`config.mk`:
```
export PLATFORM = sky130hd
export DESIGN_NAME = seg_scan_driver
export DESIGN_NICKNAME = d
export VERILOG_FILES = /design/src/rtl/seg_scan_driver.sv
export SDC_FILE = /design/constraint.sdc
export NUM_CORES = 1
export LEC_CHECK = 0
export CAP_MARGIN = 20
export CORE_MARGIN = 2
export CORE_UTILIZATION = 37
export CTS_CLUSTER_DIAMETER = 50
export CTS_CLUSTER_SIZE = 30
export DETAILED_ROUTE_END_ITERATION = 12
export DONT_BUFFER_PORTS = 1
export PLACE_DENSITY_LB_ADDON = 0.05
export SYNTH_ARGS = -nofsm -noshare
export SYNTH_HDL_FRONTEND = slang
export SYNTH_SLANG_ARGS = --single-unit
```
`constraint.sdc`:
```
create_clock -name clk -period 7.05 [get_ports clk]
set_input_delay 2.115 -clock clk [delete_from_list [all_inputs] [get_ports clk]]
set_output_delay 2.115 -clock clk [all_outputs]
set_load 0.005 [all_outputs]
```
`src/rtl/seg_scan_driver.sv`:
```
// seg_scan_driver: time-multiplexed 7-seg scanner with hex decode, leading-zero blanking, dead time, frame-synced double buffer; SEG_BLINK_EN adds blink.
// Latency: outputs registered one cycle behind the scan state; no backpressure (load always accepted, last write before the frame wrap wins).
module seg_scan_driver #(
  parameter int DIGITS   = 4,
  parameter int SCAN_DIV = 12000,
  parameter int DEAD_CYC = 2,
  parameter int SEG_INV  = 0
`ifdef SEG_BLINK_EN
  , parameter int BLINK_FRAMES = 256
`endif
) (
  input  logic                  clk,
  input  logic                  rst,
  input  logic [4*DIGITS-1:0]   data_in,
  input  logic [DIGITS-1:0]     dp_in,
  input  logic                  load,
  input  logic                  lzb,
`ifdef SEG_BLINK_EN
  input  logic [DIGITS-1:0]     blink_mask,
`endif
  output logic                  upd_pending,
  output logic [7:0]            seg,
  output logic [DIGITS-1:0]     dig_n,
  output logic                  frame_start
);

  localparam int CNT_MAX = (SCAN_DIV > DEAD_CYC) ? SCAN_DIV : DEAD_CYC;
  localparam int CW      = $clog2(CNT_MAX);
  localparam int IW      = (DIGITS > 1) ? $clog2(DIGITS) : 1;
  localparam logic [CW-1:0] SCAN_LAST = CW'(SCAN_DIV - 1);
  localparam logic [CW-1:0] DEAD_LAST = CW'((DEAD_CYC > 0) ? DEAD_CYC - 1 : 0);
  localparam logic [IW-1:0] IDX_LAST  = IW'(DIGITS - 1);
  localparam logic [7:0]    SEG_OFF   = (SEG_INV != 0) ? 8'hFF : 8'h00;

  typedef enum logic {SHOW, DEAD} state_t;

  state_t                state_q, state_d;
  logic [CW-1:0]         cnt_q, cnt_d;
  logic [IW-1:0]         idx_q, idx_d;
  logic [4*DIGITS-1:0]   disp_dat_q, disp_dat_d, shd_dat_q, shd_dat_d;
  logic [DIGITS-1:0]     disp_dp_q, disp_dp_d, shd_dp_q, shd_dp_d;
  logic                  pend_q, pend_d;
  logic [7:0]            seg_q, seg_d, seg_raw;
  logic [DIGITS-1:0]     dig_n_q, dig_n_d;
  logic                  fs_q, fs_d;
  logic                  wrap;
  logic [3:0]            cur_dat;
  logic [DIGITS-1:0]     blank;
  logic                  lead;

`ifdef SEG_BLINK_EN
  localparam int FW = (BLINK_FRAMES > 1) ? $clog2(BLINK_FRAMES) : 1;
  localparam logic [FW-1:0] FRM_LAST = FW'(BLINK_FRAMES - 1);
  logic [FW-1:0] frm_q, frm_d;
  logic          blink_on_q, blink_on_d;
`endif

  function automatic logic [6:0] hex7(input logic [3:0] v);
    case (v)
      4'h0: hex7 = 7'h3F;  4'h1: hex7 = 7'h06;  4'h2: hex7 = 7'h5B;  4'h3: hex7 = 7'h4F;
      4'h4: hex7 = 7'h66;  4'h5: hex7 = 7'h6D;  4'h6: hex7 = 7'h7D;  4'h7: hex7 = 7'h07;
      4'h8: hex7 = 7'h7F;  4'h9: hex7 = 7'h6F;  4'hA: hex7 = 7'h77;  4'hB: hex7 = 7'h7C;
      4'hC: hex7 = 7'h39;  4'hD: hex7 = 7'h5E;  4'hE: hex7 = 7'h79;  default: hex7 = 7'h71;
    endcase
  endfunction

  // Zero digits are blanked from the MSD down until the first nonzero one; digit 0 always shows.
  always_comb begin
    lead  = lzb;
    blank = '0;
    for (int k = DIGITS - 1; k >= 1; k--) begin
      if (disp_dat_q[4*k +: 4] != 4'h0) lead = 1'b0;
      blank[k] = lead;
    end
  end

  always_comb begin
    state_d    = state_q;
    cnt_d      = cnt_q;
    idx_d      = idx_q;
    disp_dat_d = disp_dat_q;
    disp_dp_d  = disp_dp_q;
    shd_dat_d  = shd_dat_q;
    shd_dp_d   = shd_dp_q;
    pend_d     = pend_q;
    seg_raw    = 8'h00;
    dig_n_d    = '1;
    fs_d       = 1'b0;
    wrap       = 1'b0;
    cur_dat    = disp_dat_q[4*idx_q +: 4];
`ifdef SEG_BLINK_EN
    frm_d      = frm_q;
    blink_on_d = blink_on_q;
`endif
    case (state_q)
      SHOW: begin
        dig_n_d = ~(DIGITS'(1) << idx_q);
        seg_raw = {disp_dp_q[idx_q], blank[idx_q] ? 7'h00 : hex7(cur_dat)};
`ifdef SEG_BLINK_EN
        if (!blink_on_q && blink_mask[idx_q]) seg_raw = 8'h00;
`endif
        fs_d = (idx_q == '0) && (cnt_q == '0);
        if (cnt_q == SCAN_LAST) begin
          cnt_d   = '0;
          wrap    = (idx_q == IDX_LAST);
          idx_d   = wrap ? '0 : idx_q + 1'b1;
          state_d = (DEAD_CYC > 0) ? DEAD : SHOW;
        end else begin
          cnt_d = cnt_q + 1'b1;
        end
      end
      DEAD: begin
        if (cnt_q == DEAD_LAST) begin
          cnt_d   = '0;
          state_d = SHOW;
        end else begin
          cnt_d = cnt_q + 1'b1;
        end
      end
      default: state_d = SHOW;
    endcase
    // Commit takes the pre-edge shadow, so a coincident load lands for the next frame.
    if (wrap) begin
      disp_dat_d = shd_dat_q;
      disp_dp_d  = shd_dp_q;
      pend_d     = 1'b0;
`ifdef SEG_BLINK_EN
      if (frm_q == FRM_LAST) begin
        frm_d      = '0;
        blink_on_d = ~blink_on_q;
      end else begin
        frm_d = frm_q + 1'b1;
      end
`endif
    end
    if (load) begin
      shd_dat_d = data_in;
      shd_dp_d  = dp_in;
      pend_d    = 1'b1;
    end
    seg_d = (SEG_INV != 0) ? ~seg_raw : seg_raw;
  end

  always_ff @(posedge clk or posedge rst) begin
    if (rst) begin
      state_q    <= SHOW;
      cnt_q      <= '0;
      idx_q      <= '0;
      disp_dat_q <= '0;
      disp_dp_q  <= '0;
      shd_dat_q  <= '0;
      shd_dp_q   <= '0;
      pend_q     <= 1'b0;
      seg_q      <= SEG_OFF;
      dig_n_q    <= '1;
      fs_q       <= 1'b0;
`ifdef SEG_BLINK_EN
      frm_q      <= '0;
      blink_on_q <= 1'b1;
`endif
    end else begin
      state_q    <= state_d;
      cnt_q      <= cnt_d;
      idx_q      <= idx_d;
      disp_dat_q <= disp_dat_d;
      disp_dp_q  <= disp_dp_d;
      shd_dat_q  <= shd_dat_d;
      shd_dp_q   <= shd_dp_d;
      pend_q     <= pend_d;
      seg_q      <= seg_d;
      dig_n_q    <= dig_n_d;
      fs_q       <= fs_d;
`ifdef SEG_BLINK_EN
      frm_q      <= frm_d;
      blink_on_q <= blink_on_d;
`endif
    end
  end

  assign seg         = seg_q;
  assign dig_n       = dig_n_q;
  assign frame_start = fs_q;
  assign upd_pending = pend_q;

endmodule

```
Word level (Yosys, flattened, before mapping)
Memory sizes are Yosys's and may differ from the RTL's.
Index checks and enable logic that the tools add are counted.
W data, S select, Z words.
{ "op_classes": {"muxes": 22, "order_cmp": 1, "n_bitwise": 2, "eq_ne": 3, "n_reduce_logical": 8, "n_addsub": 2, "n_shift": 2} }
{ "op_table": {"columns": ["operator", "count"], "rows": [
  ["$mux W14", 2],
  ["$pmux W14 S2", 1],
  ["$shiftx A16 B5 Y4", 1],
  ["$add A14 B1 Y14 const B", 1],
  ["$eq A14 B1 Y1 const B", 1],
  ["$eq A14 B14 Y1 const B", 1],
  ["$logic_not A14 Y1", 1],
  ["$mux W1", 12],
  ["$reduce_bool A4 Y1", 3],
  ["$mux W8", 1],
  ["$mux W7", 1],
  ["$bmux W1 S2", 2],
  ["$mux W4", 1],
  ["$not A4 Y4", 1],
  ["$shl A1 B2 Y4 const A", 1],
  ["$lt A2 B3 Y1 const B", 1],
  ["$add A2 B1 Y2 const B", 1],
  ["$eq A2 B2 Y1 const B", 1],
  ["$logic_not A2 Y1", 1],
  ["$mux W2", 1],
  ["$pmux W1 S2", 1],
  ["$reduce_and A2 Y1", 1],
  ["$reduce_bool A2 Y1", 1],
  ["$logic_and A1 B1 Y1", 1],
  ["$not A1 Y1", 1]
]} }
{ "word_totals": {"input_bits": 24, "word_cells": 52, "romBits": 112, "register_bits": 71, "mem_count": 1, "out_inout_bits": 14} }
{ "memory_table": {"columns": ["memory", "words", "word_bits", "read_ports", "rd_ports_with_merged_regs", "write_ports", "line_no", "rtl"], "rows": [
  ["(name not given)", 16, 7, 1, 0, 0, "59", "case (v)"]
]} }

Depth between registers and ports, before layout
{ "logic_depth": {"word_depth": 8, "depth_mapped": 9, "mapped_depth_nobuf": 7} }

Worst setup path after synthesis
OpenSTA, ideal clock, no wires.
{ "synth_timing": {"path_kind": "input -> register", "from": "input load", "to": "register shd_dat_q[10]", "arrival_time_ps": 2797, "required_ps": 6925, "stages": 2, "slack_ps": 4128, "path_buffers": 1, "setup_time_ps": 125, "path_cell_list": "clkbuf_1 -> mux2_2"} }
{ "synth_lines": {"columns": ["item", "line_no", "rtl"], "rows": [
  ["start: declaration", "16", "input logic load,"],
  ["end signal: assignment", "167", "shd_dat_q <= shd_dat_d;"],
  ["end: declaration", "40", "logic [4*DIGITS-1:0] disp_dat_q, disp_dat_d, shd_dat_q, shd_dat_d;"]
]} }
No word-level cell between the ends.

Worst setup path in the final report
{ "layout_timing": {"from": "register dig_n_q[1] (netlist: dig_n[1])", "to": "output dig_n[1]"} }
{ "layout_lines": {"columns": ["item", "line_no", "rtl"], "rows": [
  ["start: declaration", "44", "logic [DIGITS-1:0] dig_n_q, dig_n_d;"],
  ["start signal: assignment", "171", "dig_n_q <= dig_n_d;"],
  ["end: declaration", "23", "output logic [DIGITS-1:0] dig_n,"]
]} }
No word-level cell between the ends.

==> results.toml <==
[run_status]
status = "completed"

[yosys]
synth.area.top_cells = "dfrtp_1 (51%), mux2_2 (7.6%), mux2_1 (7.2%)"
synthTopCellsByCount = "dfrtp_1 (67), mux2_2 (22), mux2_1 (21), nor2_1 (18), ha_1 (13)"
synth_fp_nets = 287
yosysTopAreaCellShare_pct = 51.3
synth_edf_count = 0
ys.flop_type = "dfrtp_1"
ys.warnings.count = 0
syn-cell-area_mm2 = 0.00327
synthArstFlopShare_pct = 100
synth-seq-area-share_pct = 54.5
synth.avg_cell_area_um2 = 13.1
netlist_instances = 250
ys_ff_latch = 71
yosys.area.top_type = "dfrtp_1"
synth.most_common_cell = "dfrtp_1"
synth.distinct_cells = 42

[die]
io_pins = 38
num_rows = 34
dieWidth_um = 98.0
floorplan.initialDensity_pct = 37.8
dieArea_mm2 = 0.00960
fp.dieH_um = 98.0
core-area_mm2 = 0.00864

[grt]
grt_usage_pct = 13.4
grt_pass1_wl_mm = 10.2
grt_max_degree = 72
grt_pass1_vias = 1995
overflow = 0
antenna_found_initial = 0

[place]
place_inst = 349
gp_congestion = 0.734
io_buffers = 0
dp_hpwl_mm = 3.93
dp_slack_ns = 4.11

[clocking]
post_cts_resized = 0
post_cts_buffers = 0
cts.sinks = 71
cts_root_buffer = "clkbuf_8"
cts.hold.buffers_added = 0
cts_tree = "built"
clock_path_buffers = 2
h-tree-depth = 3
cts_buffers = 9
clk_latency_ns = 0.35
clkSlewWorstSetupHoldPaths_ns = 0.08

[min_path]
hold_path.class = "reg2reg"
min_from = "disp_dp_q[3]"

[worst_setup_path]
cp-start-kind = "flop"
worstReg2RegStart = "idx_q[0]"
worstPathRequired_ns = 4.93
arrival_ns = 0.87
cp_max_fo = 1
worst_setup_path_end_kind = "primary output"
crit_start = "dig_n[1]"
crit_type = "reg2out"

[sta]
worst_pin_slew_ns = 0.877
fmax_ghz = 0.335
finalMaxSlewViolations = 0
min_period_ns = 2.98
maxSlewHeadroom_pct = 41.5
fin_hold_ws_ns = 0.487
fin_worst_skew_ns = 0.0102
post-route-period-util_pct = 42.3
fin_tns_setup_ns = 0
rsz0062_at_grt = "no"
setup-violations-final = 0
hold_viol_final = 0
setup_slack_ns = 4.07

[cells_and_area]
n_antenna_cell = 0
layoutNonFillerInstCount = 365
final_util_pct = 41.0
syn_to_final_growth_pct = 8.39
fillers = 831
final_nets = 289
drive_gt1_share_pct = 22.2

[power_and_ir_drop]
leakagePower_nw = 1.61
p_per_area_mw_per_mm2 = 217
ir_drop_v = 0.000128

[route]
ant_nets = 0
drtPass1Iterations = 4
routedWlPerCell_um = 15.9
finalWirelength_mm = 5.80
drtIter0Drc = 60
viasPerCell = 5.04
drc = 0
vias = 1839

[flow_run]
maxCapViolCount = 0
==> kinds of logic (layout without fill, tap and decap cells) <==
group / Yosys count / in the layout / synth area share (%)
flops: 71 / 71 / 54.5
simple gates: 59 / 59 / 9.73
mux: 55 / 55 / 20.1
compound gates: 20 / 20 / 4.25
buf+inv: 20 / 27 / 3.18
fa+ha+maj: 13 / 13 / 4.98
xor+xnor: 12 / 12 / 3.22
==> power by group <==
part / internal (mW) / switching [mW] / leakage, nW / total (mW)
logic: 0.0109 / 0.00981 / 0.637 / 0.0207
registers: 0.419 / 0.00584 / 0.882 / 0.424
clock network: 0.165 / 0.159 / 0.0891 / 0.325
total: 0.595 / 0.175 / 1.61 / 0.770
==> cell type report <==
cell class                 count  area [um2]  area share (%)
clock buffer                  10         128            3.60
clock inverter                 6        70.1            1.98
inverter                      10        37.5            1.06
multi-input combinational    159        1380            39.0
sequential                    71        1780            50.3
tap                          108         135            3.82
timing repair buffer           1        7.51           0.212
==> metal layers <==
metal | global-route usage, % | vias to the layer above | part of all wire, %
met1 | 17.8 | 898 | 49
met4 | 5.13 | 0 | 1.8
li1 | - | 895 | -
met5 | 0 | - | 0
met3 | 4.87 | 10 | 4.6
met2 | 20.3 | 36 | 45
==> registers in the layout, summed over array words and instances (netlist names) <==
| name | count |
|---|---|
| cnt_q | 14 |
| disp_dat_q | 16 |
| idx_q | 2 |
| shd_dp_q | 4 |
| upd_pending | 1 |
| disp_dp_q | 4 |
| state_q | 1 |
| shd_dat_q | 16 |
| frame_start | 1 |
| seg | 8 |
| dig_n | 4 |
==> worst paths after layout <==
check / endpoint / slack [ns] / depth (start not counted)
min in group asynchronous: upd_pending / 1.91 / 2
min: disp_dp_q[3] / 0.49 / 1
min reg2reg: disp_dp_q[3] / 0.49 / 1
max in group asynchronous: seg[4] / 4.57 / 2
max reg2reg: seg[0] / 4.63 / 7
max: dig_n[1] / 4.07 / 0
==> cells in the final DEF, fill, tap and decap left out, types with 2 or more instances in the layout <==
| cell | Yosys | final |
|---|---|---|
| a211oi_1 | 2 | 2 |
| inv_2 | 2 | 3 |
| o22ai_1 | 3 | 3 |
| nor2_1 | 18 | 18 |
| and3_1 | 4 | 4 |
| mux2i_1 | 6 | 6 |
| a21oi_1 | 4 | 4 |
| nand3_1 | 5 | 5 |
| xor2_1 | 3 | 3 |
| nand4_1 | 4 | 4 |
| nor3_1 | 4 | 4 |
| nand2_1 | 10 | 10 |
| ha_1 | 13 | 13 |
| clkinvlp_4 | 0 | 3 |
| mux2_2 | 22 | 22 |
| o21ai_1 | 2 | 2 |
| o31ai_1 | 2 | 2 |
| a311oi_1 | 2 | 2 |
| mux2_4 | 3 | 3 |
| mux2_1 | 21 | 21 |
| clkbuf_8 | 0 | 9 |
| dfrtp_1 | 67 | 67 |
| mux4_2 | 3 | 3 |
| or4_1 | 2 | 2 |
| inv_1 | 8 | 7 |
| xnor2_1 | 9 | 9 |
| and4_1 | 3 | 3 |
| dfstp_2 | 4 | 4 |
| nor4_1 | 3 | 3 |
==> per-stage QoR <==
| step | total power, mW | cell area [um2] |
|---|---|---|
| after floorplan | 0.450 | 3270 |
| after global placement | 0.454 | 3340 |
| after detailed placement | 0.455 | 3340 |
| after CTS | 0.784 | 3540 |
| after global routing | 0.806 | 3540 |
| final | 0.770 | 3540 |
Note: power is estimated with default switching activity, not from simulation.
